$ cat config.mk
export PLATFORM = sky130hd
export DESIGN_NAME = stream_unpack_keep
export DESIGN_NICKNAME = d
export VERILOG_FILES = /design/src/rtl/stream_unpack_keep.sv
export SDC_FILE = /design/constraint.sdc
export NUM_CORES = 1
export LEC_CHECK = 0
export CORE_UTILIZATION = 53
export DETAILED_ROUTE_END_ITERATION = 7
export GPL_TIMING_DRIVEN = 0
export PLACE_DENSITY = 0.9
export RECOVER_POWER = 50
export SLEW_MARGIN = 20
export SYNTH_ARGS = -nofsm -noshare
export SYNTH_HDL_FRONTEND = slang
export SYNTH_SLANG_ARGS = --single-unit
$ cat constraint.sdc
create_clock -name clk -period 7.53 [get_ports clk]
set_input_delay 2.259 -clock clk [delete_from_list [all_inputs] [get_ports clk]]
set_output_delay 2.259 -clock clk [all_outputs]
set_load 0.01 [all_outputs]
$ cat src/rtl/stream_unpack_keep.sv
// stream_unpack_keep: wide-to-narrow stream unpacker with byte-keep and packet-last framing.
//   Each wide input word is held in one register. It is emitted as narrow chunks, lowest byte first.
//   Chunks whose keep slice is all zero are skipped without costing a cycle.
//   otlast is placed on the final emitted chunk of a packet.
//   A zero-keep word that ends a packet is emitted as one empty beat, so that downstream still sees last.
// Ports:
//   rstn             async active-low reset
//   clk              clock, rising edge
//   itvalid/itready  input handshake; itdata (byte 0 in [7:0], sent first), itkeep, itlast
//   otvalid/otready  output handshake; otdata, otkeep (copied keep slice), otlast
module stream_unpack_keep #(
    parameter int I_DEXP = 2,
    parameter int O_DEXP = 0
) (
    input  logic                    rstn,
    input  logic                    clk,
    input  logic                    itvalid,
    output logic                    itready,
    input  logic [(8<<I_DEXP)-1:0]  itdata,
    input  logic [(1<<I_DEXP)-1:0]  itkeep,
    input  logic                    itlast,
    output logic                    otvalid,
    input  logic                    otready,
    output logic [(8<<O_DEXP)-1:0]  otdata,
    output logic [(1<<O_DEXP)-1:0]  otkeep,
    output logic                    otlast
);
    localparam int N  = (I_DEXP >= O_DEXP) ? (1 << (I_DEXP - O_DEXP)) : 1;
    localparam int OB = 1 << O_DEXP;
    localparam int OW = 8 * OB;
    localparam int IB = 1 << I_DEXP;
    localparam int IW = 8 * IB;
    // The chunk index keeps at least one bit even when N == 1; it then stays 0.
    localparam int XW = (I_DEXP > O_DEXP) ? (I_DEXP - O_DEXP) : 1;

    if (I_DEXP < O_DEXP) begin : g_bad_param
        $error("stream_unpack_keep: I_DEXP must be >= O_DEXP");
    end

    logic [IW-1:0] hdata;
    logic [IB-1:0] hkeep;
    logic          hlast;
    logic          hvalid;
    logic [XW-1:0] idx;

    logic [N-1:0]  live;
    logic          found;
    logic          more;
    logic          zlast;
    logic [XW-1:0] cur;
    logic [XW-1:0] nxt;

    always_comb begin
        live = '0;
        for (int k = 0; k < N; k++) live[k] = |hkeep[k*OB +: OB];
    end

    // The current chunk is the lowest live chunk at or above idx.
    // The next chunk is the lowest live chunk above the current one.
    // Loops run from high to low, so the last hit is the lowest index.
    always_comb begin
        found = 1'b0;
        more  = 1'b0;
        cur   = '0;
        nxt   = '0;
        for (int k = N - 1; k >= 0; k--)
            if (live[k] && k >= int'(idx)) begin
                found = 1'b1;
                cur   = XW'(k);
            end
        for (int k = N - 1; k >= 0; k--)
            if (live[k] && k > int'(cur)) begin
                more = 1'b1;
                nxt  = XW'(k);
            end
    end

    // A held word with no live bytes that closes a packet still emits one empty beat.
    assign zlast   = hvalid & hlast & ~|hkeep;
    assign otvalid = (hvalid & found) | zlast;
    assign otdata  = (hvalid & found) ? hdata[int'(cur)*OW +: OW] : '0;
    assign otkeep  = (hvalid & found) ? hkeep[int'(cur)*OB +: OB] : '0;
    assign otlast  = otvalid & hlast & ~more;
    assign itready = ~hvalid | (otvalid & otready & ~more);

    always_ff @(posedge clk or negedge rstn) begin
        if (!rstn) begin
            hdata  <= '0;
            hkeep  <= '0;
            hlast  <= 1'b0;
            hvalid <= 1'b0;
            idx    <= '0;
        end else if (itvalid && itready) begin
            hdata  <= itdata;
            hkeep  <= itkeep;
            hlast  <= itlast;
            hvalid <= 1'b1;
            idx    <= '0;
        end else if (otvalid && otready) begin
            if (more) begin
                idx <= nxt;
            end else begin
                hvalid <= 1'b0;
                idx    <= '0;
            end
        end else if (hvalid && !otvalid) begin
            // A zero-keep word that does not end a packet is dropped silently.
            hvalid <= 1'b0;
            idx    <= '0;
        end
    end
endmodule

==> reports/qor.yml <==
status:
  status: "finished, final reports clean"
layout:
  drive_gt1_share_pct: 26.4
  utilization_pct: 71.8
  num_antenna_cells: 0
  area_delta_synth_final_pct: 29.7
  final_area_mm2: 0.00287
  fin_nets: 279
logic_synthesis:
  synth-main-ff-cell: "dfrtp_1"
  ys_ff_latch: 40
  synthArstFlopShare_pct: 100
  ys_types: 45
  synthCells: 178
  netlist.area_leader.share_pct: 45.2
  yosysWarnings: 0
  synth_fp_nets: 219
  synth_top_family_by_area: "multiplexers"
  synth_fa_ha_area_share_pct: 0
  synth_compound_area_share_pct: 14.3
  synth.area.top_cells: "dfrtp_1 (45%), mux2_2 (15%), mux2_4 (11%)"
  muxShareOfSynthArea_pct: 26.5
  synth.largest_area_cell: "dfrtp_1"
  synth-simple-area-share_pct: 8.70
  synth_seq_area_share_pct: 45.2
  syn_area_per_cell_um2: 12.4
  synth-edff-count: 0
  synthXorXnorAreaFrac_pct: 0
  syn_area_mm2: 0.00221
detailed_routing:
  avgViaCountPerCell: 5.87
  drt-wirelength-per-cell_um: 17.7
  routed_wl_um: 5120
  drtIter0Drc: 152
  drc: 0
  routed-via-count: 1695
  first_pass_iters: 5
  ant_nets: 0
floorplan:
  die_area_mm2: 0.00444
  dieWidth_um: 66.6
  rows: 23
  fp.dieH_um: 66.6
  core_area_mm2: 0.00400
  start_util_pct: 55.4
  io_pins: 53
sta:
  worst_pin_slew_ns: 1.37
  finClkSkew_ns: 0.00692
  relSlewSlack_pct: 8.44
  setup_violations: 0
  holdWs_ns: 0.517
  min_period_ns: 5.98
  max_freq_mhz: 167
  finalHoldViolCount: 0
  rsz0062_at_grt: "no"
  tns_ns: 0
  post-route-period-util_pct: 79.4
  drv_slew: 0
power_and_ir_drop:
  p_leak_nw: 1.23
  p_per_area_mw_per_mm2: 474
  vdd_ir_drop_max_mv: 0.264
  finalPower_mw: 1.36
clock_network:
  cts_tree: "yes"
  insertion_delay_ns: 0.29
  cts_hold_buf: 0
  cts_buffers: 5
  root_buffer: "clkbuf_8"
  clkTransAtPathRegs_ns: 0.07
  cts.sinks: 40
  cts_htree_levels: 2
  post_cts_buffers: 0
  clockBufferDepth: 2
  cts_resized: 0
setup_path:
  rrSetupSlack_ns: 4.99
  cp_cell_sequence: "dlygate4sd3_1 > nand2b_1 > o211a_1 > clkdlybuf4s50_1"
  cp.arrival_ns: 3.72
  critPathMaxStageDelay_ns: 0.61
  r2r-start: "hkeep[2]"
  critPathRequiredTime_ns: 5.27
  reg2reg_depth: 8
  startpoint_type: "input pin"
  worstSetupPathType: "input pin to output pin"
  slowest_stage: "dlygate4sd3_1"
  endpoint_kind: "output pin"
  crit_fanout: 5
  r2r-end: "hdata[19]"
global_routing:
  antenna_found_initial: 0
  grtUsageTotal_pct: 25.9
  grt_pass1_vias: 1699
  grt_overflow: 0
  grt_max_degree: 27
  grt_pass1_wl_um: 8270
min_path:
  hold_class: "register to register"
  hold-path-endpoint: "hdata[9]"
  holdPathStages: 1
  min_from: "hdata[9]"
job:
  drv_cap: 0
place:
  dpl.hpwl_um: 3650
  portBuffers: 52
  dpl-instance-area_mm2: 0.00281
  gp_congestion: 0.884
-- layout by cell type, fill, tap and decap left out, types with 2 or more instances in the layout --
master / n
nor2b_1: 3
buf_6: 4
and2_1: 2
clkbuf_1: 6
clkbuf_8: 6
a21boi_1: 2
nand2b_1: 2
a222oi_1: 8
dfrtp_1: 40
nand2_1: 7
o211a_1: 2
mux2_2: 29
o21ai_1: 2
nand4_1: 3
o22ai_1: 2
mux2i_1: 2
nor2_1: 12
inv_1: 5
clkdlybuf4s50_1: 50
o21ai_0: 6
buf_4: 4
mux2_4: 16
-- area by class of cell --
| class | instances | area (um^2) |
|---|---|---|
| plain buffers | 12 | 91.3 |
| inverters | 5 | 18.8 |
| fillers | 266 | 1130 |
| flip-flops and latches | 40 | 1000 |
| clock buffers | 8 | 90.1 |
| multi-input cells | 121 | 1090 |
| well taps | 50 | 62.6 |
| repair buffers | 53 | 518 |
-- worst max path at each step --
stage,startpoint,end,cells after the start
global placement,otready,itready,4
detailed placement,otready,itready,4
finish,otready,itready,4
CTS,otready,itready,4
global route,otready,itready,4
floorplan,otready,itready,2
-- synth_stat cells (3+ instances only) --
cell,count
inv_1,5
nor2_1,12
buf_6,5
mux2_4,16
nand2_1,7
dfrtp_1,40
a222oi_1,8
nor2b_1,3
mux2_2,29
nand4_1,3
buf_4,4
o21ai_0,6
-- where the power goes --
group	internal [mW]	switching, mW	leakage, nW
clock network	0.0748	0.0717	0.0455
registers	0.325	0.0738	0.472
logic	0.461	0.354	0.717
-- cells by family (layout without fill, tap and decap cells) --
logic type,Yosys count,after routing
AOI/OAI and AO/OA,37,37
buffers and inverters,17,78
DFF,40,40
muxes,47,47
and+or+nand+nor,37,37
-- worst max-delay path, delay by kind of cell --
kind	cells	cell delay (ns)
compound gates	1	0.16
buf+inv	2	1.14
simple gates	1	0.15
-- metrics by stage --
stage          std cells  setup slack [ns]
3_3_place_gp         280              1.60
3_5_place_dp         281              1.61
6_report             289              1.55
4_1_cts              289              1.60
2_1_floorplan        178              2.71
5_1_grt              289              1.48
-- flip-flops by register name (all words and copies together), names as in the netlist --
register  cells
hlast         1
hvalid        1
hdata        32
idx           2
hkeep         4
-- layer usage --
| layer | part of all wire [%] | track usage [%] | vias to the layer above |
|---|---|---|---|
| li1 | - | - | 789 |
| met1 | 41 | 31.3 | 828 |
| met2 | 51 | 45.1 | 72 |
| met3 | 7.2 | 6.34 | 6 |
| met4 | 0.96 | 8.24 | 0 |
| met5 | 0 | 0 | - |
No activity file was read; power rests on OpenSTA's default activity.
==> variant 1: new RTL, config.mk and constraints unchanged <==
The parameter `I_DEXP` goes from 2 to 1.
--- a/src/rtl/stream_unpack_keep.sv
+++ b/src/rtl/stream_unpack_keep.sv
@@ -9,7 +9,7 @@
 //   itvalid/itready  input handshake; itdata (byte 0 in [7:0], sent first), itkeep, itlast
 //   otvalid/otready  output handshake; otdata, otkeep (copied keep slice), otlast
 module stream_unpack_keep #(
-    parameter int I_DEXP = 2,
+    parameter int I_DEXP = 1,
     parameter int O_DEXP = 0
 ) (
     input  logic                    rstn,
Ports: changed (resized itdata and itkeep); port bits go from 53 to 35. The function was not compared with the original's and may differ.
==> variant 1 against the unedited design <==
- count of clock-buffer cells in the layout is 5 lower
- cell count is 44% lower
- final area is 51% lower
- setup slack better by 0.12 ns
- non-clock buffer count is 25 lower
- fmax is 2.0% higher
- sequential share of layout area is 2.1 points higher
- sequential cell count is 19 lower
- power is 58% lower
- wire length is 56% lower
- synthesized area is 53% lower
- largest cell class is now sequential cells
- largest power group unchanged
==> variant 1: results (changes against the unedited design) <==
Setup path:
- The largest driver fanout on the critical path is 4 (was 5).
- The slack of the worst reg-to-reg path was 5.30 ns (was 4.99 ns).
- The startpoint of the most critical register-to-register path is hkeep[0]$_DFFE_PN0P_ (was hkeep[2]$_DFFE_PN0P_).
- The logic depth of the worst register-to-register path came to 5 (was 8).
- The worst reg2reg path endpoint was hdata[1]$_DFFE_PN0P_ (was hdata[19]$_DFFE_PN0P_).

Synth:
- The synthesized netlist net count is 121 (was 219).
- Top cells by area, synth: dfrtp_1 (51%), mux2_1 (20%), a21oi_1 (4.3%) (was dfrtp_1 (45%), mux2_2 (15%), mux2_4 (11%)).
- The mean instance size in the synthesized netlist came to 10.6 um2 (was 12.4 um2).
- The register area share after synthesis is 50.7% (was 45.2%).
- Commonest cells post-synth: dfrtp_1 (21), mux2_1 (18), nand2_1 (11) (was dfrtp_1 (40), mux2_2 (29), mux2_4 (16)).
- The number of distinct library cells after synthesis was 21 (was 45).

Routing:
- The number of optimization iterations in the first detailed-route pass is 4 (was 5).
- The number of violations reported at the end of detailed-routing iteration 0 is 17 (was 152).
- The post-route met1 wirelength came to 945 um (was 2070 um).
- The routed via count came to 878 (was 1695).
- The via density per instance is 5.45 (was 5.87).
- The average wire per standard cell came to 13.9 um (was 17.7 um).

STA:
- The ratio of final minimum period to clock period came to 77.8% (was 79.4%).
- The transition time at the pin with the least slew margin is 0.921 ns (was 1.37 ns).

Power:
- The reported leakage power was 0.586 nW (was 1.23 nW).
- The reported net switching power was 0.223 mW (was 0.500 mW).
- The worst IR drop on VDD came to 0.273 mV (was 0.264 mV).

Place:
- The count of buffers inserted at the top-level ports is 34 (was 52).
- The last weighted congestion value of the routability-driven placer is 0.883 (was 0.884).
- The HPWL after detailed placement is 1750 um (was 3650 um).

Finish:
- The count of flip-flops and latches is 21 (was 40).
- The multi-input gate area in the final layout is 458 um2 (was 0.00109 mm2).
- The count of inverters other than clock inverters in the layout is 4 (was 5).
- The sequential standard cell area came to 526 um2 (was 0.00100 mm2).
- The layout multi-input combinational cell count is 67 (was 121).
- The clock network area share is 1.94% (was 3.14%).
- The share of cells above drive strength 1 was 2.94% (was 26.4%).
- The net count reported at finish came to 160 (was 279).

Run status:
- Status: finished, final reports clean (unchanged).

Global route:
- The fraction of met3 tracks used by global routing is 3.92% (was 6.34%).
- The aggregate global-route resource usage is 25.4% (was 25.9%).
- The pin count of the biggest net entering global routing is 22 (was 27).
- The met1 usage in global routing is 30.6% (was 31.3%).

CTS:
- The clock edge transition at the registers on the reported setup and hold paths is 0.12 ns (was 0.07 ns).
- The maximum level of the CTS H-tree is 1 (was 2).

Hold path:
- The worst hold endpoint is hdata[4]$_DFFE_PN0P_ (was hdata[9]$_DFFE_PN0P_).
## variant 1: power by group through the flow
stage | sequential [mW] | clock [mW] | combinational, mW
after global routing | 0.216 | 0.0584 | 0.346
final | 0.208 | 0.0533 | 0.313
after global placement | 0.206 | 0 | 0.310
after floorplan | 0.198 | 0 | 0.192
after CTS | 0.208 | 0.0554 | 0.323
after detailed placement | 0.211 | 0 | 0.321
## variant 1: per-stage QoR
step / hold slack (ns) / util (%)
3_5_place_dp: 0.485 / 78.9
6_report: 0.509 / 79.6
3_3_place_gp: 0.475 / 78.9
4_1_cts: 0.511 / 80.5
2_1_floorplan: 0.464 / -
5_1_grt: 0.536 / 79.6
## variant 1: cell families after synthesis
| family | share of synthesized area [%] |
|---|---|
| mux | 19.6 |
| simple gates | 14.1 |
| flops | 50.7 |
| buf+inv | 4.35 |
| xor+xnor | 0.846 |
| compound gates | 10.4 |
## variant 1: worst max-delay path: cells and delay by family
kind                   cells  cell delay, ns
AOI/OAI and AO/OA          1            0.21
buffers and inverters      3            1.13
==> variant 2: new RTL, same flow settings <==
Made on the original files. Make the reset (`rstn`) synchronous in one clocked block. Comments in the files are not updated.
--- a/src/rtl/stream_unpack_keep.sv
+++ b/src/rtl/stream_unpack_keep.sv
@@ -83,7 +83,7 @@
     assign otlast  = otvalid & hlast & ~more;
     assign itready = ~hvalid | (otvalid & otready & ~more);
 
-    always_ff @(posedge clk or negedge rstn) begin
+    always_ff @(posedge clk) begin
         if (!rstn) begin
             hdata  <= '0;
             hkeep  <= '0;
Formal check against the unedited RTL: differs if rstn is asserted again (counterexample within 4 cycles, from zero or initial values and one cycle with rstn low); with rstn held inactive, the same outputs for 10 cycles.
==> variant 2 against the unedited design <==
- count of clock-buffer cells in the layout shrank 2
- sequential share of layout area down 6.8 points
- sequential cell count stayed put
- synthesized area shrank 0.28%
- wire length grew 12%
- final area down 0.74%
- register-to-register slack worse by 0.46 ns
- critical path type unchanged
- first-iteration DRC count unchanged
- setup slack gained 0.14 ns
- cell count increased by 29%
Power is not compared: it rests on default switching activity, and its combinational part moved more than twofold at a synthesized area within 25%.
==> variant 2: results (changes against the unedited design) <==
Run status:
- Status: finished, final reports clean (unchanged).

Setup path:
- The worst reg2reg path endpoint was hdata[20]$_SDFFE_PN0P_ (was hdata[19]$_DFFE_PN0P_).
- The largest driver fanout on the critical path is 5 (unchanged).
- The slack of the worst reg-to-reg path is 4.53 ns (was 4.99 ns).
- The source of the critical timing path is otready (unchanged).
- The startpoint of the most critical register-to-register path is hkeep[3]$_SDFFE_PN0P_ (was hkeep[2]$_DFFE_PN0P_).
- The data arrival time of the critical path came to 3.58 ns (was 3.72 ns).
- The logic depth of the worst register-to-register path is 7 (was 8).

Finish:
- The net count reported at finish came to 363 (was 279).
- The antenna cell count is 0 (unchanged).
- The count of filler cells inserted in the layout is 325 (was 266).
- The share of cells above drive strength 1 came to 5.88% (was 26.4%).

Routing:
- The number of optimization iterations in the first detailed-route pass was 4 (was 5).
- The routed via count is 2114 (was 1695).
- The met2 wire length was 2880 um (was 2630 um).
- The amount of wire on met3 after detailed routing is 287 um (was 368 um).
- The post-route met1 wirelength is 2410 um (was 2070 um).
- The total wirelength of the detailed-routed design is 5730 um (was 5120 um).

Global route:
- The number of global-route vias before repair came to 2120 (was 1699).
- The first-pass GRT wire length was 9630 um (was 8270 um).
- The aggregate global-route resource usage came to 29.0% (was 25.9%).
- The number of antenna violations at the first check in global routing was 0 (unchanged).
- The met1 usage in global routing is 34.7% (was 31.3%).
- The global routing met2 resource utilization is 50.0% (was 45.1%).
- The pin count of the biggest net entering global routing came to 13 (was 27).

CTS:
- The number of CTS-inserted buffers is 5 (unchanged).
- The insertion delay of the later-clocked pin in the worst-skew pair is 0.30 ns.
- The maximum level of the CTS H-tree is 2 (unchanged).
- The post-cts resize count is 0 (unchanged).
- The number of setup buffers added after CTS is 0 (unchanged).

Place:
- The count of buffers inserted at the top-level ports is 51 (was 52).
- The HPWL after detailed placement came to 4090 um (was 3650 um).
- The last weighted congestion value of the routability-driven placer was 0.898 (was 0.884).

Hold path:
- The worst hold endpoint is hdata[25]$_SDFFE_PN0P_ (was hdata[9]$_DFFE_PN0P_).
- The hold path startpoint is hdata[25]$_SDFFE_PN0P_ (was hdata[9]$_DFFE_PN0P_).
- The number of instances on the worst hold path came to 2 (was 1).

Synth:
- The dominant register cell in the synthesized netlist is dfxtp_1 (was dfrtp_1).
- The number of distinct library cells after synthesis is 42 (was 45).
- The synthesized netlist net count is 305 (was 219).
- Top cells by area, synth: dfxtp_1 (36%), mux2i_1 (21%), nand2_1 (14%) (was dfrtp_1 (45%), mux2_2 (15%), mux2_4 (11%)).
- The register area share after synthesis is 36.3% (was 45.2%).
- The fraction of registers with async set or reset after synthesis came to 0% (was 100%).
- The number of synthesis warnings is 0 (unchanged).
- Commonest cells post-synth: nand2_1 (83), mux2i_1 (46), dfxtp_1 (40) (was dfrtp_1 (40), mux2_2 (29), mux2_4 (16)).

STA:
- The tightest hold margin is 0.465 ns (was 0.517 ns).
- The headroom to the max-slew limit is 50.3% (was 8.44%).
- The worst-case clock skew was 0.0128 ns (was 0.00692 ns).
variant 2: cell types whose count changed after synthesis, sizes merged, moves of 5 or more:
cell and delta:
dfxtp +40, mux2i +44, o22ai +6, a22oi +8, mux2 -45, dfrtp -40
clkbuf +8, nand2 +76, nor2 -5, a222oi -8
variant 2: where the power goes:
| part | leakage (nW) | switching, mW | internal, mW |
|---|---|---|---|
| sequential | 0.329 | 0.0120 | 0.230 |
| clock | 0.0552 | 0.0753 | 0.0984 |
| combinational | 0.717 | 0.0678 | 0.0651 |
| total | 1.10 | 0.155 | 0.393 |
variant 2: cell families (layout without fill, tap and decap cells):
logic type,Yosys count,count (layout),synth area share (%)
flops,40,40,36.3
buf+inv,24,83,6.34
simple gates,109,109,21.4
xor+xnor,1,1,0.397
compound gates,44,44,14.7
mux,46,46,20.8
variant 2: worst max path at each step:
stage,end,slack [ns],cells after the start
final,itready,1.69,4
after global routing,itready,1.59,4
after CTS,itready,1.77,4
after detailed placement,itready,1.78,4
after global placement,itready,1.78,4
after floorplan,itready,2.86,2
variant 2: through the flow:
stage	util [%]	cells	power [mW]	setup WS (ns)	instance area [um2]
after floorplan	-	264	0.333	2.86	2210
after global placement	69.5	365	0.378	1.78	2780
after detailed placement	69.5	365	0.381	1.78	2780
after CTS	72.2	373	0.552	1.77	2890
after global routing	71.3	373	0.570	1.59	2850
final	71.3	373	0.548	1.69	2850
variant 2: layout make-up:
class | instances | area share [%]
sequential | 40 | 28.1
buffer | 20 | 3.29
tap | 50 | 2.19
inverter | 4 | 0.527
multi-input combinational | 200 | 44.2
clock inverter | 2 | 1.23
clock buffer | 6 | 2.55
timing repair buffer | 51 | 17.9
variant 2: worst max-delay path: stages:
cell and delay, ns:
dlygate4sd3_1 0.63, nand3_1 0.09, nand2_1 0.08, clkdlybuf4s50_1 0.53
